$ cat src/rtl/sample_readout_pkg.sv
// Shared types and width helpers for the sample readout scheduler.
package sample_readout_pkg;

    typedef enum logic [2:0] {
        IDLE   = 3'd0,
        HEADER = 3'd1,
        DATA   = 3'd2,
        DONE   = 3'd3,
        CHECK  = 3'd4
    } state_e;

    // Header words carry a marker in the MSB so they can never alias a channel index.
    function automatic int HEADER_MARKER(input int word_w);
        return word_w - 1;
    endfunction

    function automatic int CH_IDX_W(input int num_ch);
        return (num_ch > 1) ? $clog2(num_ch) : 1;
    endfunction

    function automatic int WORD_IDX_W(input int words);
        return (words > 1) ? $clog2(words) : 1;
    endfunction

endpackage

$ cat src/rtl/sample_readout_scheduler_rr_arbiter.sv
// Combinational round-robin select: first requester at or after the pointer, wrapping.
module rr_arbiter
    import sample_readout_pkg::*;
#(
    parameter int NUM_CH = 7
) (
    input  logic [NUM_CH-1:0]           req_i,
    input  logic [CH_IDX_W(NUM_CH)-1:0] ptr_i,
    output logic [NUM_CH-1:0]           grant_o,
    output logic [CH_IDX_W(NUM_CH)-1:0] idx_o,
    output logic                        any_req_o
);

    localparam int IW = CH_IDX_W(NUM_CH);

    // Scan channels starting at the pointer; the first hit wins.
    always_comb begin
        int cand;
        cand      = 0;
        grant_o   = '0;
        idx_o     = '0;
        any_req_o = 1'b0;
        for (int i = 0; i < NUM_CH; i++) begin
            cand = (int'(ptr_i) + i) % NUM_CH;
            if (!any_req_o && req_i[cand]) begin
                any_req_o     = 1'b1;
                idx_o         = IW'(cand);
                grant_o[cand] = 1'b1;
            end else begin
                any_req_o = any_req_o;
            end
        end
    end

endmodule

$ cat src/rtl/sample_readout_scheduler.sv
// Round-robin frame readout: header word, then buffer words, streamed over valid/ready.
// Optional trailer checksum word when SAMPLE_READOUT_CHECKSUM_EN is defined.
module sample_readout_scheduler
    import sample_readout_pkg::*;
#(
    parameter int NUM_CH          = 7,
    parameter int WORDS_PER_FRAME = 10,
    parameter int WORD_W          = 8
) (
    input  logic                                  clk,
    input  logic                                  reset,
    input  logic                                  enable,
    input  logic [NUM_CH-1:0]                     ch_req,
    output logic [NUM_CH-1:0]                     ch_ack,
    output logic [CH_IDX_W(NUM_CH)-1:0]           rd_ch,
    output logic [WORD_IDX_W(WORDS_PER_FRAME)-1:0] rd_word,
    input  logic [WORD_W-1:0]                     rd_data,
    output logic [WORD_W-1:0]                     out_data,
    output logic                                  out_valid,
    input  logic                                  out_ready,
    output logic                                  out_last,
    output logic                                  busy
);

    localparam int CW   = CH_IDX_W(NUM_CH);
    localparam int WW   = WORD_IDX_W(WORDS_PER_FRAME);
    localparam int MARK = HEADER_MARKER(WORD_W);
    localparam logic [WW-1:0] LAST_IDX = WW'(WORDS_PER_FRAME - 1);
`ifdef SAMPLE_READOUT_CHECKSUM_EN
    localparam logic LAST_ON_DATA = 1'b0;
`else
    localparam logic LAST_ON_DATA = 1'b1;
`endif

    state_e              state_q, state_d;
    logic [CW-1:0]       rd_ch_q, rd_ch_d, ptr_q, ptr_d;
    logic [WW-1:0]       rd_word_q, rd_word_d, idx_q, idx_d;
    logic [NUM_CH-1:0]   gnt_q, gnt_d, ch_ack_q, ch_ack_d;
    logic [WORD_W-1:0]   out_data_q, out_data_d;
    logic                out_valid_q, out_valid_d, out_last_q, out_last_d;
`ifdef SAMPLE_READOUT_CHECKSUM_EN
    logic [WORD_W-1:0]   xor_q, xor_d;
`endif

    logic [NUM_CH-1:0]   arb_gnt_s;
    logic [CW-1:0]       arb_idx_s;
    logic                arb_any_s;
    logic                hs_s;

    rr_arbiter #(.NUM_CH(NUM_CH)) u_arb (
        .req_i    (ch_req),
        .ptr_i    (ptr_q),
        .grant_o  (arb_gnt_s),
        .idx_o    (arb_idx_s),
        .any_req_o(arb_any_s)
    );

    assign hs_s = out_valid_q & out_ready;

    // Next-state and output-register update; rd_word runs one word ahead of out_data.
    always_comb begin
        state_d     = state_q;
        rd_ch_d     = rd_ch_q;
        rd_word_d   = rd_word_q;
        idx_d       = idx_q;
        ptr_d       = ptr_q;
        gnt_d       = gnt_q;
        out_data_d  = out_data_q;
        out_valid_d = out_valid_q;
        out_last_d  = out_last_q;
        ch_ack_d    = '0;
`ifdef SAMPLE_READOUT_CHECKSUM_EN
        xor_d       = xor_q;
`endif
        case (state_q)
            IDLE: begin
                if (enable && arb_any_s) begin
                    state_d               = HEADER;
                    rd_ch_d               = arb_idx_s;
                    gnt_d                 = arb_gnt_s;
                    rd_word_d             = '0;
                    out_data_d            = '0;
                    out_data_d[MARK]      = 1'b1;
                    out_data_d[CW-1:0]    = arb_idx_s;
                    out_valid_d           = 1'b1;
                    out_last_d            = 1'b0;
                end else begin
                    state_d = IDLE;
                end
            end
            HEADER: begin
                if (hs_s) begin
                    state_d    = DATA;
                    out_data_d = rd_data;
                    idx_d      = '0;
                    rd_word_d  = (LAST_IDX != '0) ? WW'(1) : '0;
                    out_last_d = LAST_ON_DATA && (LAST_IDX == '0);
`ifdef SAMPLE_READOUT_CHECKSUM_EN
                    xor_d      = rd_data;
`endif
                end else begin
                    state_d = HEADER;
                end
            end
            DATA: begin
                if (hs_s && (idx_q == LAST_IDX)) begin
`ifdef SAMPLE_READOUT_CHECKSUM_EN
                    state_d     = CHECK;
                    out_data_d  = xor_q;
                    out_last_d  = 1'b1;
`else
                    state_d     = DONE;
                    out_valid_d = 1'b0;
                    out_last_d  = 1'b0;
                    ch_ack_d    = gnt_q;
`endif
                end else if (hs_s) begin
                    out_data_d = rd_data;
                    idx_d      = idx_q + WW'(1);
                    rd_word_d  = (rd_word_q == LAST_IDX) ? rd_word_q : rd_word_q + WW'(1);
                    out_last_d = LAST_ON_DATA && (idx_d == LAST_IDX);
`ifdef SAMPLE_READOUT_CHECKSUM_EN
                    xor_d      = xor_q ^ rd_data;
`endif
                end else begin
                    state_d = DATA;
                end
            end
            CHECK: begin
                if (hs_s) begin
                    state_d     = DONE;
                    out_valid_d = 1'b0;
                    out_last_d  = 1'b0;
                    ch_ack_d    = gnt_q;
                end else begin
                    state_d = CHECK;
                end
            end
            DONE: begin
                state_d   = IDLE;
                ptr_d     = (rd_ch_q == CW'(NUM_CH - 1)) ? '0 : rd_ch_q + CW'(1);
                rd_word_d = '0;
            end
            default: begin
                state_d     = IDLE;
                out_valid_d = 1'b0;
                out_last_d  = 1'b0;
            end
        endcase
    end

    // State and output registers; reset aborts any frame without acknowledging it.
    always_ff @(posedge clk or posedge reset) begin
        if (reset) begin
            state_q     <= IDLE;
            rd_ch_q     <= '0;
            rd_word_q   <= '0;
            idx_q       <= '0;
            ptr_q       <= '0;
            gnt_q       <= '0;
            out_data_q  <= '0;
            out_valid_q <= 1'b0;
            out_last_q  <= 1'b0;
            ch_ack_q    <= '0;
`ifdef SAMPLE_READOUT_CHECKSUM_EN
            xor_q       <= '0;
`endif
        end else begin
            state_q     <= state_d;
            rd_ch_q     <= rd_ch_d;
            rd_word_q   <= rd_word_d;
            idx_q       <= idx_d;
            ptr_q       <= ptr_d;
            gnt_q       <= gnt_d;
            out_data_q  <= out_data_d;
            out_valid_q <= out_valid_d;
            out_last_q  <= out_last_d;
            ch_ack_q    <= ch_ack_d;
`ifdef SAMPLE_READOUT_CHECKSUM_EN
            xor_q       <= xor_d;
`endif
        end
    end

    assign rd_ch     = rd_ch_q;
    assign rd_word   = rd_word_q;
    assign out_data  = out_data_q;
    assign out_valid = out_valid_q;
    assign out_last  = out_last_q;
    assign ch_ack    = ch_ack_q;
    assign busy      = (state_q != IDLE);

endmodule

$ cat config.mk
export PLATFORM = sky130hd
export DESIGN_NAME = sample_readout_scheduler
export DESIGN_NICKNAME = d
export VERILOG_FILES = /design/src/rtl/sample_readout_pkg.sv /design/src/rtl/sample_readout_scheduler_rr_arbiter.sv /design/src/rtl/sample_readout_scheduler.sv
export SDC_FILE = /design/constraint.sdc
export NUM_CORES = 1
export LEC_CHECK = 0
export ABC_AREA = 1
export CORE_MARGIN = 3
export CORE_UTILIZATION = 60
export DETAILED_ROUTE_END_ITERATION = 7
export PLACE_DENSITY = 0.91
export SLEW_MARGIN = 20
export SYNTH_ARGS = -nofsm -noshare
export SYNTH_HDL_FRONTEND = slang
export SYNTH_SLANG_ARGS = --single-unit
$ cat constraint.sdc
create_clock -name clk -period 4.6 [get_ports clk]
set_input_delay 0.46 -clock clk [delete_from_list [all_inputs] [get_ports clk]]
set_output_delay 0.46 -clock clk [all_outputs]
set_load 0.01 [all_outputs]
==> results.yml <==
run_status:
  status: "finished, final reports clean"
worst_setup_path:
  cp_data_arrival_time_ps: 4460
  path_buf_inv: 4
  crit_path_max_fanout: 16
  start_kind: "flop"
  crit_path_end: "out_data[0]"
  critPathMaxStageDelay_ps: 490
  path_class: "flop to flop"
  rrSetupSlack_ps: 320
  crit_required_ps: 4780
  worstRegToRegCells: 27
  reg2reg_to: "out_data[0]"
  critPathTopFamily: "simple AND/OR/NAND/NOR gates"
  cp.depth: 27
  critPathCaptureType: "flop"
  reg2reg_from: "ptr_q[1]"
  cpMostUsedCell: "nand2_1"
  critical_path.slowest_cell: "dfrtp_2"
  crit_start: "ptr_q[1]"
cells_and_area:
  fill_cells: 674
  area_growth_syn_to_layout_pct: 13.5
  finalNetCount: 897
  drive_gt1_share_pct: 11.7
  num_antenna_cells: 0
floorplanning:
  io_pins: 44
  rows: 32
  initial_utilization_pct: 62.8
  fp.coreArea_um2: 7890
  dieArea_um2: 9380
  fp.dieW_um: 96.9
  die_h_um: 96.9
clocking:
  numClockSinks: 41
  numCtsBuffers: 5
  clk_pin_slew_worst_paths_ps: 80
  max-clock-path-buffers: 2
  htreeDepth: 2
  root_buffer: "clkbuf_8"
  insertion_delay_ps: 300
  post_cts_buffers: 0
  cts_tree: "done"
global_route:
  busiest_layer: "met2"
  grtUsageMet3_pct: 5.34
  met2_usage_pct: 47.1
  grt_max_degree: 42
  grt_pass1_wl_um: 23600
  grtUsageTotal_pct: 29.9
  overflow: 0
  antenna_found_initial: 0
  grt_util_met1_pct: 42.9
  grt_pass1_vias: 4971
timing:
  fin_ws_ps: 317
  rsz0062_at_grt: "false"
  fin_crit_ps: 4280
  hold_violations: 0
  fin_hold_ws_ps: 493
  post-route-period-util_pct: 93.1
  finClkSkew_ps: 7.61
  tns_ps: 0
  slew_violations: 0
  worst_pin_slew_ps: 759
  max_freq_mhz: 233
  setup_viol: 0
  relSlewSlack_pct: 49.0
routing:
  drt_iter0_markers: 407
  wirelength_um: 14100
  routed-via-count: 5417
  wire_per_inst_um: 14.9
  drc: 0
  dr.pass1.iters: 5
  vias_per_cell: 5.71
  drtAntennaViolNets: 0
synthesis:
  synth_area_per_cell_um2: 6.20
  yosysSeqAreaShare_pct: 20.7
  ys_warn_count: 0
  netlist_instances: 799
  ys_types: 44
  synth_nets: 851
  ys_seq_elements: 41
  netlist_area_um2: 4950
placement:
  port-buffer-count: 43
  dpl.hpwl_um: 11200
  dpl_worst_slack_ps: 191
  gp_congestion: 1.02
job:
  max-cap-violations: 0
min_path:
  hold_class: "flop to flop"
[what timing repair did]
item	in CTS	in global routing
hold buffers	0	0
gates resized for setup	0	5
endpoints found under the setup margin	0	23
[per-layer routing]
layer,wire length [um],vias to the layer above
li1,-,2655
met1,6320,2473
met2,6320,261
met3,1200,28
met4,256,0
met5,0,-
[state kept, by name, summed over array words and instances (netlist names)]
register,cells
rd_word,4
idx_q,4
rd_ch,3
state_q,3
ptr_q,3
gnt_q,7
out_valid,1
out_data,8
ch_ack,7
out_last,1
[worst min-delay path by stage]
stage          cells past startpoint        start           to  slack, ps
3_5_place_dp                       2  out_data[7]  out_data[7]        470
4_1_cts                            2  out_data[7]  out_data[7]        490
2_1_floorplan                      2     gnt_q[4]     gnt_q[4]        450
6_report                           2  out_data[5]  out_data[5]        490
5_1_grt                            2  out_data[6]  out_data[6]        520
3_3_place_gp                       2  out_data[6]  out_data[6]        470
[stage by stage]
| step | instance area (um^2) | utilization, % | std cells |
|---|---|---|---|
| floorplan | 4950 | - | 799 |
| global placement | 5470 | 69.3 | 940 |
| detailed placement | 5470 | 69.3 | 940 |
| CTS | 5610 | 71.1 | 948 |
| global route | 5620 | 71.3 | 948 |
| finish | 5620 | 71.3 | 948 |
[cell usage in the layout, fill, tap and decap left out, drive strengths merged, types with 2 or more instances in the layout]
cell type      netlist  routed
nand3               84      84
o211ai               6       6
nor3                17      17
dfrtp               41      41
clkdlybuf4s50        0      43
a21boi               3       3
o22ai                2       2
a21oi                7       7
nand3b               5       5
bufinv               0       2
inv                126     127
o21ai               53      53
nor2               105     105
nand2              255     255
buf                  9       5
a31oi                2       2
ha                  32      32
clkbuf               0       5
o21a                 2       2
nor4                 5       5
nand4               21      21
o2111ai              3       3
xor2                11      11
o21bai               2       2
[worst reg2reg max path, cell delays in order (launching register included)]
cell and delay, ps:
dfrtp_2 490, buf_4 200, ha_1 170, inv_1 70, ha_1 350, ha_1 220
ha_1 200, inv_1 130, nand2_4 90, xor2_2 190, ha_1 230, inv_1 60
nor2_2 190, nor2_4 60, nand2_1 60, nand2_1 210, o21ai_1 210, nand2_1 70
nand2_1 60, nand2_1 80, nand2_4 120, nand3_4 100, nand2_2 120, nand2_4 80
nand2_4 190, nor2_1 70, nand2_1 70, nand2_1 70
[cells in the mapped netlist]
library cell  instances  share of area, %
a31oi_1               2              0.25
nand2_4              12               2.7
buf_12                1              0.40
inv_2                21               1.6
a21boi_1              3              0.45
nor2_8                1              0.40
o21ai_1               8              0.81
xnor2_1               1              0.18
fa_1                  1              0.40
a211oi_1              1              0.15
nand3_2               6               1.2
nand4_4               1              0.43
nor3_1               17               1.7
nor4_1                5              0.63
o21a_1                2              0.30
nor3b_1               1              0.15
nand4_1              20               2.5
a21oi_2               1              0.18
or2_2                 1              0.13
nor2_1               96               7.3
nor2_4                3              0.68
buf_6                 2              0.45
a22oi_1               1              0.15
a21oi_1               6              0.61
nor2_2                5              0.63
nand3b_1              5              0.76
o21ai_2               9               1.6
nand2_1             223                17
ha_1                 32               8.1
o21ai_0              36               3.6
o2111ai_1             3              0.53
o21bai_1              2              0.30
dfrtp_1              41                21
xor2_1               11               1.9
nand2_2              20               2.5
buf_2                 3              0.30
nand3_4               2              0.71
inv_1               105               8.0
and2_1                1              0.13
nand3_1              76               7.7
o211ai_1              6              0.91
a221oi_1              1              0.18
o22ai_1               2              0.25
buf_4                 3              0.45
[layout make-up]
| cell class | count | area, um^2 | area share (%) |
|---|---|---|---|
| Clock inverter | 3 | 68.8 | 1.22 |
| Timing Repair Buffer | 48 | 468 | 8.33 |
| Multi-Input combinational cell | 623 | 3380 | 60.2 |
| Tap cell | 102 | 128 | 2.27 |
| Sequential cell | 41 | 1030 | 18.3 |
| Inverter | 126 | 475 | 8.46 |
| Clock buffer | 5 | 68.8 | 1.22 |
[cells by family (layout without fill, tap and decap cells)]
kind of cell,count (synthesis),in the layout,synth area share (%)
compound gates,83,83,10.3
xor+xnor,12,12,2.12
fa+ha+maj,33,33,8.49
buf+inv,135,182,11.2
flops,41,41,20.7
simple gates,495,495,47.2
Power is not shown: default switching activity piles up to over one toggle a cycle in this logic, so the estimate is an artifact.
